**config.mk**
```make
export PLATFORM = sky130hd
export DESIGN_NAME = mic1_cbus_encoder
export DESIGN_NICKNAME = d
export VERILOG_FILES = /design/src/rtl/mic1_enc_pkg.sv /design/src/rtl/mic1_lsb_prio_enc.sv /design/src/rtl/mic1_cbus_encoder.sv
export SDC_FILE = /design/constraint.sdc
export NUM_CORES = 1
export LEC_CHECK = 0
export CELL_PAD_IN_SITES_DETAIL_PLACEMENT = 1
export CELL_PAD_IN_SITES_GLOBAL_PLACEMENT = 2
export CORE_ASPECT_RATIO = 2
export CORE_UTILIZATION = 31
export CTS_BUF_LIST = sky130_fd_sc_hd__clkbuf_4
export DETAILED_ROUTE_END_ITERATION = 6
export HOLD_SLACK_MARGIN = 0.02
export MAX_ROUTING_LAYER = met4
export PLACE_DENSITY_LB_ADDON = 0.1
export SLEW_MARGIN = 40
export SYNTH_ARGS = -nofsm -noshare
export SYNTH_HDL_FRONTEND = slang
export SYNTH_HIERARCHICAL = 1
export SYNTH_SLANG_ARGS = --single-unit
```
**constraint.sdc**
```tcl
create_clock -name clk -period 2.9 [get_ports clk]
set_input_delay 0.725 -clock clk [delete_from_list [all_inputs] [get_ports clk]]
set_output_delay 0.725 -clock clk [all_outputs]
set_load 0.1 [all_outputs]
```
**src/rtl/mic1_enc_pkg.sv**
```systemverilog
// Shared types and constants for the MIC-1 C-bus select encoder.
package mic1_enc_pkg;

  localparam int unsigned MIC1_ENC_WIDTH = 16;

  typedef enum logic {
    IDLE = 1'b0,
    EMIT = 1'b1
  } enc_state_e;

  // Binary index width for a WIDTH-bit select mask.
  function automatic int unsigned idx_w(input int unsigned width);
    return $clog2(width);
  endfunction

endpackage

```
**src/rtl/mic1_lsb_prio_enc.sv**
```systemverilog
// Lowest-set-bit priority encoder with an exactly-one-bit-set flag.
module mic1_lsb_prio_enc import mic1_enc_pkg::*; #(
  parameter  int unsigned WIDTH = MIC1_ENC_WIDTH,
  localparam int unsigned IDX_W = idx_w(WIDTH)
) (
  input  logic [WIDTH-1:0] vec,
  output logic [IDX_W-1:0] idx,
  output logic             onehot
);

  // Scan from the top so the lowest set bit wins; an empty vector gives 0.
  always_comb begin
    idx = '0;
    for (int i = int'(WIDTH) - 1; i >= 0; i--) begin
      if (vec[i]) idx = IDX_W'(i);
    end
  end

  assign onehot = (vec != '0) && ((vec & (vec - WIDTH'(1))) == '0);

endmodule

```
**src/rtl/mic1_cbus_encoder.sv**
```systemverilog
// Serializes a multi-hot C-bus select mask into ascending register indices.
// Optional MIC1_ENC_ZERO_FLAG_EN: zero masks emit one beat flagged by code_zero.
module mic1_cbus_encoder import mic1_enc_pkg::*; #(
  parameter  int unsigned WIDTH = MIC1_ENC_WIDTH,
  localparam int unsigned IDX_W = idx_w(WIDTH)
) (
  input  logic             clk,
  input  logic             rst_n,
  input  logic [WIDTH-1:0] mask_in,
  input  logic             mask_valid,
  output logic             mask_ready,
  output logic [IDX_W-1:0] code_out,
  output logic             code_valid,
  input  logic             code_ready,
  output logic             code_last,
`ifdef MIC1_ENC_ZERO_FLAG_EN
  output logic             code_zero,
`endif
  output logic             busy
);

  enc_state_e       state;
  logic [WIDTH-1:0] pending;
  logic [IDX_W-1:0] lsb_idx;
  logic             lsb_onehot;
`ifdef MIC1_ENC_ZERO_FLAG_EN
  logic             zero_r;
`endif

  mic1_lsb_prio_enc #(.WIDTH(WIDTH)) u_prio (
    .vec    (pending),
    .idx    (lsb_idx),
    .onehot (lsb_onehot)
  );

  // FSM and pending register; each handshaken beat retires the lowest set bit.
  always_ff @(posedge clk or negedge rst_n) begin
    if (!rst_n) begin
      state   <= IDLE;
      pending <= '0;
`ifdef MIC1_ENC_ZERO_FLAG_EN
      zero_r  <= 1'b0;
`endif
    end else begin
      case (state)
        IDLE: begin
          if (mask_valid) begin
            if (mask_in != '0) begin
              pending <= mask_in;
              state   <= EMIT;
            end
`ifdef MIC1_ENC_ZERO_FLAG_EN
            else begin
              zero_r <= 1'b1;
              state  <= EMIT;
            end
`endif
          end
        end
        EMIT: begin
          if (code_ready) begin
            pending <= pending & (pending - WIDTH'(1));
`ifdef MIC1_ENC_ZERO_FLAG_EN
            zero_r  <= 1'b0;
`endif
            if (code_last) state <= IDLE;
          end
        end
        default: state <= IDLE;
      endcase
    end
  end

  // Outputs decode state and pending only; pending is empty outside EMIT.
  assign mask_ready = (state == IDLE);
  assign code_valid = (state == EMIT);
  assign busy       = (state == EMIT);
  assign code_out   = lsb_idx;
`ifdef MIC1_ENC_ZERO_FLAG_EN
  assign code_last  = (state == EMIT) && (lsb_onehot || zero_r);
  assign code_zero  = zero_r;
`else
  assign code_last  = (state == EMIT) && lsb_onehot;
`endif

endmodule

```
==> summary.md <==
| Metric | Value |
|---|---|
| Number of port buffers | 27 |
| Clk Latency, worst-skew pair | 0.30 ns |
| Final worst-path cycle share | 1.00 |
| Final Hold Vio Count | 0 |
| First-pass GRT wire length | 6900 um |
| Boundary Pins | 28 |
| Yosys top cell area share | 0.333 |
| Die height | 92.7 um |
| Vias in the first global route | 1408 |
| CTS sink cnt | 17 |
| Seq/Total Area, Yosys | 0.333 |
| Reg-to-reg startpoint | pending[2]$_DFFE_PN0P_ |
| R2r worst-path depth | 7 |
| Syn nets | 164 |
| DRC Markers | 0 |
| Gp weighted congestion | 0.741 |
| Crit Path Class | reg -> out |
| Detailed placer's ending HPWL | around 3300 um |
| Fraction of registers with async set/reset | 1.00 |
| Layout cells sized above 1 | 0.332 |
| Dominant synthesized flop cell | dfrtp_1 |
| Slowest cell on crit path | or3_2 |
| DRT Pass-1 Iters | 4 |
| Slew Viols, Final | 0 |
| Area of the multi-input gates | roughly 840 um2 |
| CP peak stage delay | roughly 0.50 ns |
| Worst-Margin Slew | 0.514 ns |
| Hold Slack | between 0.3 and 0.4 ns |
| Post-synth top area cell | dfrtp_1 |
| CTS buffer count | 3 |
| Post-synth EDFFs | 0 |
| Area grow syn2layout | 42.0% |
| F_max | roughly 340 MHz |
| Placed insts | 230 |
| R2R setup slack | 0.87 ns |
| Slew HR | 0.657 |
| Post-synthesis cell area | 1280 um2 |
| GR Overflow Total | 0 |
| Synth top area cells | dfrtp_1, nand3_1, o21ai_2 |
| Largest net degree at the start of global routing | 18 |
| Syn Area/Cell | 8.86 um2 |
| Final nets | 208 |
| Clock Skews | 0.00531 ns |
| Core area | 3880 um2 |
| Final antenna-violating net count | 0 |
| Die Area | 4390 um2 |
| H-tree Lvls | 1 |
| Vias | 1334 |
| Synth unique cells | 48 |
| Finished Cell Area | around 1800 um2 |
| DP Area | about 1700 um2 |
| Cells after synthesis | 144 |
| Min Tclk post-route | a little under 3 ns |
| Clock Tree Root | clkbuf_4 |
| Starting Density | 0.329 |
| CTS tree | done |
| Final setup TNS | -0.00802 ns |
| Crit path from | pending[2]$_DFFE_PN0P_ |
| Warning count from the yosys run | 6 |
| Wire length per cell | 17.6 um |
| Reg area | 430 um2 |
| Critical path peak fanout | 10 |
| Via/cell ratio | 5.61 |
| Iteration-0 DRC count of the detailed router | 17 |
| Initial antenna violation count | 0 |
| Row cnt | 32 |
| CP arrival | 2.18 ns |
| Final wirelength | 4180 um |
| Endpoint class of the critical path | output port |
| Setup repair after global routing missed its margin | yes |
| ANT cells | 0 |
| Status | complete, but fails checks |
| Final non-filler cell total | 238 |
| Setup ws final | -0.00802 ns |
| Failing checks | negative setup slack |
| # setup viols final | 1 |
| Total Routing Usage GR | 0.226 |
| Data required time at the worst endpoint | 2.17 ns |
| Flops & latches, synth | 17 |
| Clock Tree Buf Depth | 2 |
| Clock slew at reported path FFs | 0.10 ns |
| Crit path launch type | register |
| Fillers | 480 |
| Hold crit path type | in -> async |
| Critical Path, Cell by Cell | or3_2 -> a21oi_2 -> o22ai_2 -> and4b_1 -> and2_4 -> buf_12 |
| Reg-to-reg endpoint | busy$_DFF_PN0_ |
| Die Wd | 47.4 um |
| Max cap viols | 0 |
cells by family after synthesis:
kind of cell | after synthesis | share of synthesized area
multiplexers | 5 | 0.0510
AO/OA/AOI/OAI | 49 | 0.285
XOR/XNOR | 1 | 0.00686
flip-flops | 17 | 0.333
buffers and inverters | 8 | 0.0343
AND/OR/NAND/NOR | 63 | 0.281
adder cells (fa/ha/maj) | 1 | 0.00784
final cells by class:
type	count	share of cell area
Inverter	3	0.00622
Sequential cell	17	0.238
Tap cell	51	0.0352
Timing Repair Buffer	44	0.240
Clock buffer	4	0.0166
Multi-Input combinational cell	119	0.464
flip-flops by register name (all words and copies together), names as in the netlist:
name and flops:
pending 16, busy 1
stage by stage:
step | utilization | setup slack, ns
2_1_floorplan | - | 0.00568
3_3_place_gp | 0.445 | 0.0986
3_5_place_dp | 0.445 | 0.0518
4_1_cts | 0.462 | 0.00115
5_1_grt | 0.466 | -0.0721
6_report | 0.466 | -0.00802
how the worst max path moves through the flow:
stage          cells after the start                      end
5_1_grt                            7                code_last
6_report                           6                code_last
4_1_cts                            6                code_last
3_5_place_dp                       5  pending[12]$_DFFE_PN0P_
2_1_floorplan                      3              code_out[0]
3_3_place_gp                       5  pending[13]$_DFFE_PN0P_
critical path: cells and delay by family (launching register included):
kind            cells  cell delay [ns]
flops               1             0.49
simple gates        3             0.93
compound gates      2             0.28
buf+inv             1             0.17
cells in the mapped netlist, types with 3 or more instances:
library cell,instances
a21oi_1,7
dfrtp_1,17
inv_1,3
mux2_4,3
nand2_1,6
nand3_1,14
nor2_1,11
nor3_1,5
nor4_1,4
o21ai_0,9
o21ai_1,4
o21ai_2,8
or3_1,3
or4_1,3
layout by cell type, fill, tap and decap left out, types with 5 or more instances in the layout:
cell             instances
a21oi_1                  5
buf_4                   20
dfrtp_1                 13
nand2_1                  6
nand3_1                 14
buf_12                   5
nor3_1                   5
o21ai_2                  8
clkdlybuf4s50_1         18
o21ai_0                  9
nor2_1                  10
what timing repair did:
action | CTS | global route
cloned | 0 | 0
hold buffers | 0 | 0
buffers inserted | 2 | 2
setup endpoints to repair | 1 | 1
resized for setup | 8 | 2
pin swaps | 2 | 0
metal layers:
layer  vias to the layer above  track usage  part of all wire
li1                        645            -                 -
met1                       659        0.252              0.37
met2                        25        0.405              0.60
met3                         5      0.00585             0.015
met4                         0       0.0714             0.016
met5                         -            -                 0
Power is not shown: default switching activity piles up to over one toggle a cycle in this logic, so the estimate is an artifact.
